`src/rtl/cpu_alu_pkg.sv`:
```
// Shared definitions for the ALU op sequencer: ALUOp codes, request opcodes,
// FSM states and the decoded-control bundle.
package cpu_alu_pkg;

  localparam int DW_DEFAULT   = 16;
  localparam int IMMW_DEFAULT = 8;

  // ALUOp encodings understood by the external ALU
  localparam logic [2:0] ALU_ADD = 3'b000;
  localparam logic [2:0] ALU_SUB = 3'b001;
  localparam logic [2:0] ALU_AND = 3'b010;
  localparam logic [2:0] ALU_OR  = 3'b011;
  localparam logic [2:0] ALU_BEQ = 3'b100;
  localparam logic [2:0] ALU_BLE = 3'b101;

  typedef enum logic [2:0] {
    OP_ADD  = 3'd0,
    OP_SUB  = 3'd1,
    OP_AND  = 3'd2,
    OP_OR   = 3'd3,
    OP_ADDI = 3'd4,
    OP_BEQ  = 3'd5,
    OP_BLE  = 3'd6,
    OP_ILL  = 3'd7
  } req_op_e;

  typedef enum logic [1:0] {
    ST_IDLE = 2'd0,
    ST_EXEC = 2'd1,
    ST_DONE = 2'd2
  } state_e;

  typedef struct packed {
    logic [2:0] alu_op;
    logic       b_imm;      // operand B is the sign-extended immediate
    logic       wb_en;
    logic       is_branch;
    logic       illegal;
  } dec_t;

endpackage

```
`src/rtl/alu_op_sequencer_if.sv`:
```
// Request, ALU and result signal bundle for the ALU op sequencer.
// slave = sequencer view, master = surrounding pipeline/ALU view.
interface alu_op_sequencer_if #(
  parameter int DW   = 16,
  parameter int IMMW = 8
);
  logic            req_valid;
  logic            req_ready;
  logic [2:0]      req_op;
  logic [DW-1:0]   req_rs;
  logic [DW-1:0]   req_rt;
  logic [IMMW-1:0] req_imm;
  logic [DW-1:0]   req_pc;

  logic [2:0]      alu_op;
  logic [DW-1:0]   alu_a;
  logic [DW-1:0]   alu_b;
  logic [DW-1:0]   alu_result;
  logic            alu_zero;

  logic            res_valid;
  logic            res_ready;
  logic [DW-1:0]   res_data;
  logic            res_wb_en;
  logic            res_br_taken;
  logic [DW-1:0]   res_br_tgt;
  logic            res_illegal;

  modport slave (
    input  req_valid, req_op, req_rs, req_rt, req_imm, req_pc,
    input  alu_result, alu_zero, res_ready,
    output req_ready, alu_op, alu_a, alu_b,
    output res_valid, res_data, res_wb_en, res_br_taken, res_br_tgt, res_illegal
  );

  modport master (
    output req_valid, req_op, req_rs, req_rt, req_imm, req_pc,
    output alu_result, alu_zero, res_ready,
    input  req_ready, alu_op, alu_a, alu_b,
    input  res_valid, res_data, res_wb_en, res_br_taken, res_br_tgt, res_illegal
  );
endinterface

```
`src/rtl/alu_op_decode.sv`:
```
// Combinational request-opcode decoder: ALUOp, operand-B select, writeback,
// branch and illegal flags.
module alu_op_decode
  import cpu_alu_pkg::*;
(
  input  req_op_e op,
  output dec_t    dec
);

  // NOTE: every output gets a default before the case so no path leaves it unassigned (no latch).
  always_comb begin
    dec = '{alu_op: ALU_ADD, b_imm: 1'b0, wb_en: 1'b0, is_branch: 1'b0, illegal: 1'b0};
    case (op)
      OP_ADD:  begin dec.alu_op = ALU_ADD; dec.wb_en = 1'b1; end
      OP_SUB:  begin dec.alu_op = ALU_SUB; dec.wb_en = 1'b1; end
      OP_AND:  begin dec.alu_op = ALU_AND; dec.wb_en = 1'b1; end
      OP_OR:   begin dec.alu_op = ALU_OR;  dec.wb_en = 1'b1; end
      OP_ADDI: begin dec.alu_op = ALU_ADD; dec.wb_en = 1'b1; dec.b_imm = 1'b1; end
      OP_BEQ:  begin dec.alu_op = ALU_BEQ; dec.is_branch = 1'b1; end
      OP_BLE:  begin dec.alu_op = ALU_BLE; dec.is_branch = 1'b1; end
      default: dec.illegal = 1'b1;
    endcase
  end

endmodule

```
`src/rtl/alu_op_sequencer.sv`:
```
// Initiator side of the external ALU: registers a decoded request, issues it
// for one cycle, and holds the result until consumed. ALU_SEQ_STATS_EN adds counters.
module alu_op_sequencer
  import cpu_alu_pkg::*;
#(
  parameter int DW   = DW_DEFAULT,
  parameter int IMMW = IMMW_DEFAULT
) (
  input  logic                clk,
  input  logic                rst_n,
  alu_op_sequencer_if.slave   bus
`ifdef ALU_SEQ_STATS_EN
  ,
  output logic [15:0]         stat_ops,
  output logic [15:0]         stat_taken
`endif
);

  state_e          state_q, state_d;
  logic            req_ready_q;
  req_op_e         op_q;
  logic [DW-1:0]   rs_q, rt_q, pc_q;
  logic [IMMW-1:0] imm_q;

  logic [DW-1:0]   res_data_q, res_br_tgt_q;
  logic            res_wb_en_q, res_br_taken_q, res_illegal_q;

  logic [2:0]      alu_op_d;
  logic [DW-1:0]   alu_a_d, alu_b_d;

  dec_t            dec;
  logic [DW-1:0]   imm_sext;
  logic            accept, drain;

  alu_op_decode u_decode (
    .op  (op_q),
    .dec (dec)
  );

  assign imm_sext = {{(DW-IMMW){imm_q[IMMW-1]}}, imm_q};
  assign accept   = bus.req_valid && req_ready_q;
  assign drain    = (state_q == ST_DONE) && bus.res_ready;

  // Next state plus ALU issue; the ALU sees only registered values, and zeros outside EXEC
  always_comb begin
    state_d  = state_q;
    alu_op_d = ALU_ADD;
    alu_a_d  = '0;
    alu_b_d  = '0;
    case (state_q)
      ST_IDLE: if (accept) state_d = ST_EXEC;
      ST_EXEC: begin
        state_d = ST_DONE;
        if (!dec.illegal) begin
          alu_op_d = dec.alu_op;
          alu_a_d  = rs_q;
          alu_b_d  = dec.b_imm ? imm_sext : rt_q;
        end
      end
      ST_DONE: if (bus.res_ready) state_d = ST_IDLE;
      default: state_d = ST_IDLE;
    endcase
  end

  // NOTE: sequential state uses non-blocking assignments so every flop samples pre-edge values.
  // NOTE: all registers are reset so an aborted op leaves nothing visible on the outputs.
  always_ff @(posedge clk or negedge rst_n) begin
    if (!rst_n) begin
      state_q        <= ST_IDLE;
      req_ready_q    <= 1'b0;
      op_q           <= OP_ADD;
      rs_q           <= '0;
      rt_q           <= '0;
      imm_q          <= '0;
      pc_q           <= '0;
      res_data_q     <= '0;
      res_br_tgt_q   <= '0;
      res_wb_en_q    <= 1'b0;
      res_br_taken_q <= 1'b0;
      res_illegal_q  <= 1'b0;
    end else begin
      state_q     <= state_d;
      req_ready_q <= (state_d == ST_IDLE);
      if (accept) begin
        op_q  <= req_op_e'(bus.req_op);
        rs_q  <= bus.req_rs;
        rt_q  <= bus.req_rt;
        imm_q <= bus.req_imm;
        pc_q  <= bus.req_pc;
      end
      if (state_q == ST_EXEC) begin
        res_data_q     <= dec.illegal ? '0 : bus.alu_result;
        res_wb_en_q    <= dec.wb_en;
        res_br_taken_q <= bus.alu_zero && dec.is_branch;
        res_br_tgt_q   <= pc_q + imm_sext;
        res_illegal_q  <= dec.illegal;
      end
    end
  end

`ifdef ALU_SEQ_STATS_EN
  // Saturating counts of consumed results and of consumed taken branches
  always_ff @(posedge clk or negedge rst_n) begin
    if (!rst_n) begin
      stat_ops   <= '0;
      stat_taken <= '0;
    end else if (drain) begin
      if (stat_ops != 16'hFFFF) stat_ops <= stat_ops + 16'd1;
      if (res_br_taken_q && stat_taken != 16'hFFFF) stat_taken <= stat_taken + 16'd1;
    end
  end
`else
  logic unused_drain;
  assign unused_drain = drain;
`endif

  assign bus.req_ready    = req_ready_q;
  assign bus.alu_op       = alu_op_d;
  assign bus.alu_a        = alu_a_d;
  assign bus.alu_b        = alu_b_d;
  assign bus.res_valid    = (state_q == ST_DONE);
  assign bus.res_data     = res_data_q;
  assign bus.res_wb_en    = res_wb_en_q;
  assign bus.res_br_taken = res_br_taken_q;
  assign bus.res_br_tgt   = res_br_tgt_q;
  assign bus.res_illegal  = res_illegal_q;

endmodule

```
`src/flat_wrapper.sv`:
```
// flat-port wrapper written by rule: the top's interface ports become plain ports
module alu_op_sequencer_flat import cpu_alu_pkg::*;
#(
  parameter int DW   = DW_DEFAULT,
  parameter int IMMW = IMMW_DEFAULT
)
  (clk, rst_n, bus_req_valid, bus_req_op, bus_req_rs, bus_req_rt, bus_req_imm, bus_req_pc, bus_alu_result, bus_alu_zero, bus_res_ready, bus_req_ready, bus_alu_op, bus_alu_a, bus_alu_b, bus_res_valid, bus_res_data, bus_res_wb_en, bus_res_br_taken, bus_res_br_tgt, bus_res_illegal);
  alu_op_sequencer_if #(.DW(DW), .IMMW(IMMW)) bus_i ();
  input  logic clk;
  input  logic rst_n;
  input wire logic [$bits(bus_i.req_valid)-1:0] bus_req_valid;
  input wire logic [$bits(bus_i.req_op)-1:0] bus_req_op;
  input wire logic [$bits(bus_i.req_rs)-1:0] bus_req_rs;
  input wire logic [$bits(bus_i.req_rt)-1:0] bus_req_rt;
  input wire logic [$bits(bus_i.req_imm)-1:0] bus_req_imm;
  input wire logic [$bits(bus_i.req_pc)-1:0] bus_req_pc;
  input wire logic [$bits(bus_i.alu_result)-1:0] bus_alu_result;
  input wire logic [$bits(bus_i.alu_zero)-1:0] bus_alu_zero;
  input wire logic [$bits(bus_i.res_ready)-1:0] bus_res_ready;
  output wire logic [$bits(bus_i.req_ready)-1:0] bus_req_ready;
  output wire logic [$bits(bus_i.alu_op)-1:0] bus_alu_op;
  output wire logic [$bits(bus_i.alu_a)-1:0] bus_alu_a;
  output wire logic [$bits(bus_i.alu_b)-1:0] bus_alu_b;
  output wire logic [$bits(bus_i.res_valid)-1:0] bus_res_valid;
  output wire logic [$bits(bus_i.res_data)-1:0] bus_res_data;
  output wire logic [$bits(bus_i.res_wb_en)-1:0] bus_res_wb_en;
  output wire logic [$bits(bus_i.res_br_taken)-1:0] bus_res_br_taken;
  output wire logic [$bits(bus_i.res_br_tgt)-1:0] bus_res_br_tgt;
  output wire logic [$bits(bus_i.res_illegal)-1:0] bus_res_illegal;
  assign bus_i.req_valid = bus_req_valid;
  assign bus_i.req_op = bus_req_op;
  assign bus_i.req_rs = bus_req_rs;
  assign bus_i.req_rt = bus_req_rt;
  assign bus_i.req_imm = bus_req_imm;
  assign bus_i.req_pc = bus_req_pc;
  assign bus_i.alu_result = bus_alu_result;
  assign bus_i.alu_zero = bus_alu_zero;
  assign bus_i.res_ready = bus_res_ready;
  assign bus_req_ready = bus_i.req_ready;
  assign bus_alu_op = bus_i.alu_op;
  assign bus_alu_a = bus_i.alu_a;
  assign bus_alu_b = bus_i.alu_b;
  assign bus_res_valid = bus_i.res_valid;
  assign bus_res_data = bus_i.res_data;
  assign bus_res_wb_en = bus_i.res_wb_en;
  assign bus_res_br_taken = bus_i.res_br_taken;
  assign bus_res_br_tgt = bus_i.res_br_tgt;
  assign bus_res_illegal = bus_i.res_illegal;
  alu_op_sequencer #(.DW(DW), .IMMW(IMMW)) u_core (.clk(clk), .rst_n(rst_n), .bus(bus_i));
endmodule
```
`config.mk`:
```
export PLATFORM = sky130hd
export DESIGN_NAME = alu_op_sequencer_flat
export DESIGN_NICKNAME = d
export VERILOG_FILES = /design/src/rtl/cpu_alu_pkg.sv /design/src/rtl/alu_op_sequencer_if.sv /design/src/rtl/alu_op_decode.sv /design/src/rtl/alu_op_sequencer.sv /design/src/flat_wrapper.sv
export SDC_FILE = /design/constraint.sdc
export NUM_CORES = 1
export LEC_CHECK = 0
export ABC_AREA = 1
export BUFFER_PORTS_ARGS = -buffer_cell sky130_fd_sc_hd__buf_2
export CORE_MARGIN = 8
export CORE_UTILIZATION = 55
export DETAILED_ROUTE_END_ITERATION = 10
export PLACE_DENSITY = 0.85
export SYNTH_ARGS = -nofsm -noshare
export SYNTH_HDL_FRONTEND = slang
export SYNTH_SLANG_ARGS = --single-unit
```
`constraint.sdc`:
```
create_clock -name clk -period 2.4 [get_ports clk]
set_input_delay 0.24 -clock clk [delete_from_list [all_inputs] [get_ports clk]]
set_output_delay 0.24 -clock clk [all_outputs]
set_load 0.005 [all_outputs]
```
-- Word-level counts from Yosys, hierarchy flattened
Index checks and enable logic that the tools add are counted.
- eq/ne operators: 8
- add/subtract/negate cells: 1
- multiplexer cells: 16
- reduce and logical (&&, ||, !) cells: 8
- operator list (kind ; number):
    two-way mux 16 bit ; 6
    adder 16 bit ; 1
    case mux 3 bit (5 select lines) ; 1
    equality test 3 bit, second input constant ; 3
    OR reduction 7 bit ; 1
    equality test 3 x 2 -> 1 bit, second input constant ; 2
    two-way mux 3 bit ; 2
    case mux 2 bit (3 select lines) ; 1
    OR reduction 5 bit ; 1
    logical NOT 2 bit ; 2
    two-way mux 1 bit ; 4
    two-way mux 2 bit ; 2
    equality test 3 x 1 -> 1 bit, second input constant ; 1
    logical NOT 3 bit ; 1
    equality test 2 x 1 -> 1 bit, second input constant ; 1
    equality test 2 bit, second input constant ; 1
    logical AND 1 bit ; 2
    OR reduction 2 bit ; 1
- flip-flop bits (word level): 97
- output and inout port bits: 72

-- Longest topological paths before layout
- word-level depth: 5
- mapped depth: 11
- depth with buffers taken out: 11

-- By module
A second synthesis with hierarchy kept.
- cell total of the unflattened synthesis: 544
- area, all modules: 4852.2 µm²
- by module, submodules not included (module ; times used ; sequential area each (µm²) ; cells each ; area each (µm²)):
    alu_op_sequencer ; 1 ; 2427.3 ; 529 ; 4788.3
    alu_op_decode ; 1 ; 0.0 ; 15 ; 63.8

-- Worst setup path after synthesis
No wires, ideal clock.
- path type: reg2reg
- start point: reg u_core.imm_q[0]
- end point: reg u_core.res_br_tgt_q[8] (netlist: u_core.bus.res_br_tgt[8])
- required time: 2281 ps
- stages on the path, launching flop included: 11
- path slack: 789 ps
- data arrival time: 1492 ps
- path through: dfrtp_1 ha_1 inv_1 fa_1 inv_1 nand3_1 nand3_1 a21oi_1 nand2_1 nand2_1 o21a_1
- word-level cells in the longest chain between the ends: 1
- RTL lines (item ; RTL line ; RTL):
    start, declared ; alu_op_sequencer.sv:23 ; logic [IMMW-1:0] imm_q;
    start signal, assigned ; alu_op_sequencer.sv:88 ; imm_q <= bus.req_imm;
    adder 16 bit ; alu_op_sequencer.sv:95 ; res_br_tgt_q <= pc_q + imm_sext;
    end signal, assigned ; alu_op_sequencer.sv:95 ;
    end, declared ; alu_op_sequencer.sv:25 ; logic [DW-1:0] res_data_q, res_br_tgt_q;
No other way between the ends.
A chain may end at the register's enable or synchronous reset.

-- Worst setup path after layout
- start point: reg u_core.op_q[2]
- end point: out bus_alu_b[1]
- word-level cells in the longest chain between the ends: 5
- elaborated cells on any way between the ends: 12
- RTL lines (item ; RTL line ; RTL):
    start, declared ; alu_op_sequencer.sv:21 ; req_op_e op_q;
    start signal, assigned ; alu_op_sequencer.sv:85 ; op_q <= req_op_e'(bus.req_op);
    equality test 3 bit ; alu_op_decode.sv:13 ; case (op)
    two-way mux 1 bit ; alu_op_decode.sv:13 ;
    two-way mux 16 bit ; alu_op_sequencer.sv:57 ; alu_b_d = dec.b_imm ? imm_sext : rt_q;
    two-way mux 16 bit * ; alu_op_sequencer.sv:54 ; if (!dec.illegal) begin
    two-way mux 16 bit * ; alu_op_sequencer.sv:50 ; case (state_q)
    end, declared ; flat_wrapper.sv:23 ; output wire logic [$bits(bus_i.alu_b)-1:0] bus_alu_b;
Every way passes the cells marked *; elsewhere a longest branch is shown, timed or not.

==> impl_metrics.toml <==
[outcome]
status = "finished, final reports clean"

[yosys]
postSynthAreaPerCell_um2 = 8.986
synth.area.top_cells = "dfrtp_1 51%, nand2_1 9.5%, mux2_2 9.2%"
synth.net_count = 630
synth_edf_count = 0
synth-simple-area-share_pct = 19.66
synthCells = 534
muxShareOfSynthArea_pct = 9.153
synth_compound_area_share_pct = 8.527
yosysUniqueCellTypes = 30
synth_top_area_cell = "dfrtp_1"
synthAdderAreaFrac_pct = 4.329
synth_top_family_by_area = "simple AND/OR/NAND/NOR gates"
ys_warn_count = 0
synthFlopType = "dfrtp_1"
seq_area_frac_synth_pct = 50.59
ys_ff_latch = 97
synth_top_area_share_pct = 50.59
async_flop_share_pct = 100.0
synth_xor_area_share_pct = 0.5476
netlist_area_mm2 = 0.004798

[timing]
setup_slack_ps = 280.5
drv_slew = 0
fin_crit_sh_pct = 88.31
rsz0062_at_grt = "false"
finalSetupTns_ps = 0
period_minus_slack_ps = 2119
fin_worst_skew_ps = 14.92
fmax_ghz = 0.4718
tightest_slew_ps = 530.7
slew_headroom_pct = 64.62
hold_viol = 0
finalSetupViolCount = 0

[global_route]
grt_first_pass_wirelength_um = 19950
grt.total_usage_pct = 20.96
grt_pass1_vias = 4335
overflow = 0
antenna_found_initial = 0
grt_max_degree = 58

[clocking]
post_cts_resize_count = 0
cts_buffer_depth = 2
htree_levels = 3
root_buffer = "clkbuf_8"
cts_tree = "done"
path_clk_slew_ps = 100
postCtsSetupRepairBufs = 0
numCtsBuffers = 9
insertion_delay_ps = 360
cts.sinks = 97
cts_hold_repair.buffers = 1

[final_layout]
layout.nets = 782
finalInstanceArea_mm2 = 0.005904
final_common_cell = "buf_2"
drive_gt1_share_pct = 32.17
layout_common_cells = "150 x buf_2, 120 x nand2_1, 97 x dfrtp_1"
n_fill_cell = 687
area_delta_synth_final_pct = 23.05
antenna_cells = 0

[setup_path]
path_class = "reg2out"
required_ps = 2160
crit_path_max_incr_delay_ps = 440
cp_top_family = "buffers and inverters"
timing.critical_path.from_type = "flop"
r2r_setup_slack_ps = 520
crit_buf_inv = 3
rr_worst_depth = 10
worstReg2RegEnd = "u_core.bus.res_br_tgt[8]"
cp_max_fo = 18
r2r-start = "u_core.imm_q[0]"
cpMostUsedCell = "nand2_1"
worstPathArrival_ps = 1880
cp_cell_sequence = "nand2_1 -> clkinv_1 -> nand2_1 -> nand2_2 -> inv_4 -> o21ai_1 -> a21oi_1 -> buf_2"
critPathSlowestCell = "dfrtp_1"
endpoint_kind = "output port"

[flow_run]
drv_cap = 0

[power]
p_total_mw = 8.219
vdd_drop_max_v = 0.0006727
switching_share_pct = 41.78
p_clk_share_pct = 14.0
seqPwrFrac_pct = 34.7
comb_power_share_pct = 51.3
p_int_mw = 4.785
leakage_nw = 3.285
powerDensity_mw_per_mm2 = 1392
switchingPower_mw = 3.434

[min_path]
min_path_cells = 2
worstHoldEndpoint = "u_core.bus.res_data[6]"
min_from = "bus_alu_result[6]"
hold_path.class = "in2reg"

[floorplan]
dieArea_mm2 = 0.01197
num_rows = 34
die_y_um = 109.4
start_util_pct = 55.84
core_mm2 = 0.008593
chipWidth_um = 109.4
io_pins = 152

[detailed_routing]
drt-total-wl_um = 12170
wl_per_cell_um = 15.25
dr.pass1.iters = 4
num_vias = 4092
drcViolationCount = 0
vias_per_cell = 5.128
drt-initial-drc-count = 145
drtAntennaViolNets = 0

[place]
placed_area_mm2 = 0.005685
io_buffers = 151
detailed_place_hpwl_um = 9397
finalWeightedCongestion = 0.9030
place_ws_ps = 562.6
==> per-layer routing <==
layer | up-vias | wire length (µm) | GRT usage (%)
met1 | 1931 | 4999 | 24.26
met5 | - | 0 | 0
met4 | 0 | 299 | 8.775
met3 | 29 | 927 | 6.741
li1 | 2021 | - | -
met2 | 111 | 5945 | 35.14
==> per-stage QoR <==
step                instances  utilization, %  hold slack [ps]
global placement          782           66.16            249.1
CTS                       798           68.71            81.55
detailed placement        782           66.16            258.0
global route              798           68.71            80.62
finish                    798           68.71            91.55
floorplan                 534               -           -55.59
==> how the worst max path moves through the flow <==
stage,startpoint,to,slack [ps],cells past startpoint
6_report,u_core.op_q[2],bus_alu_b[1],280,8
5_1_grt,u_core.op_q[2],bus_alu_b[1],110,8
4_1_cts,u_core.op_q[2],bus_alu_b[1],260,8
3_5_place_dp,u_core.imm_q[0],u_core.bus.res_br_tgt[8],560,10
3_3_place_gp,u_core.imm_q[0],u_core.bus.res_br_tgt[12],590,11
2_1_floorplan,u_core.imm_q[0],u_core.bus.res_br_tgt[8],790,10
==> flip-flops by register name, indices dropped and copies added (netlist names), 2 cells and up <==
register and count:
u_core.bus.res_br_tgt 16, u_core.bus.res_data 16, u_core.pc_q 16, u_core.rs_q 16
u_core.rt_q 16, u_core.imm_q 8, u_core.op_q 3, u_core.state_q 2
==> Yosys cell counts, types with 6 or more instances <==
cell / count
nand2_1: 121
dfrtp_1: 97
nor2_1: 63
inv_1: 61
a21oi_1: 41
mux2_2: 39
nand3_1: 21
a22o_1: 17
ha_1: 15
buf_2: 13
nor3_1: 11
o21ai_0: 6
==> cells by family (layout without fill, tap and decap cells) <==
group / after synthesis / after routing
simple gates: 229 / 229
flops: 97 / 97
buf+inv: 83 / 239
compound gates: 67 / 67
mux: 39 / 39
fa+ha+maj: 16 / 16
xor+xnor: 3 / 3
==> worst reg2reg max path, stage by stage, from the launching register on <==
cell and delay (ps):
dfrtp_1 420, ha_1 190, inv_1 60, fa_1 350
inv_1 130, nand3_1 80, nand3_1 160, a21oi_1 110
nand2_1 80, nand2_1 50, o21a_1 160
==> power groups by stage <==
stage	sequential (mW)	combinational [mW]	clock (mW)
after floorplan	2.79	2.97	0
after detailed placement	2.88	4.20	0
after global placement	2.83	4.05	0
after CTS	2.85	4.24	1.17
after global routing	2.94	4.77	1.22
final	2.86	4.21	1.15
==> area by class of cell <==
class                      instances  area [µm²]  area share, %
inverter                          65       246.5          4.175
clock buffer                      10       127.6          2.161
multi-input combinational        354        2028          34.35
timing repair buffer             159       858.3          14.54
tap                              108       135.1          2.289
sequential                        97        2427          41.11
clock inverter                     5       81.33          1.377
No activity file was read; power rests on OpenSTA's default activity.
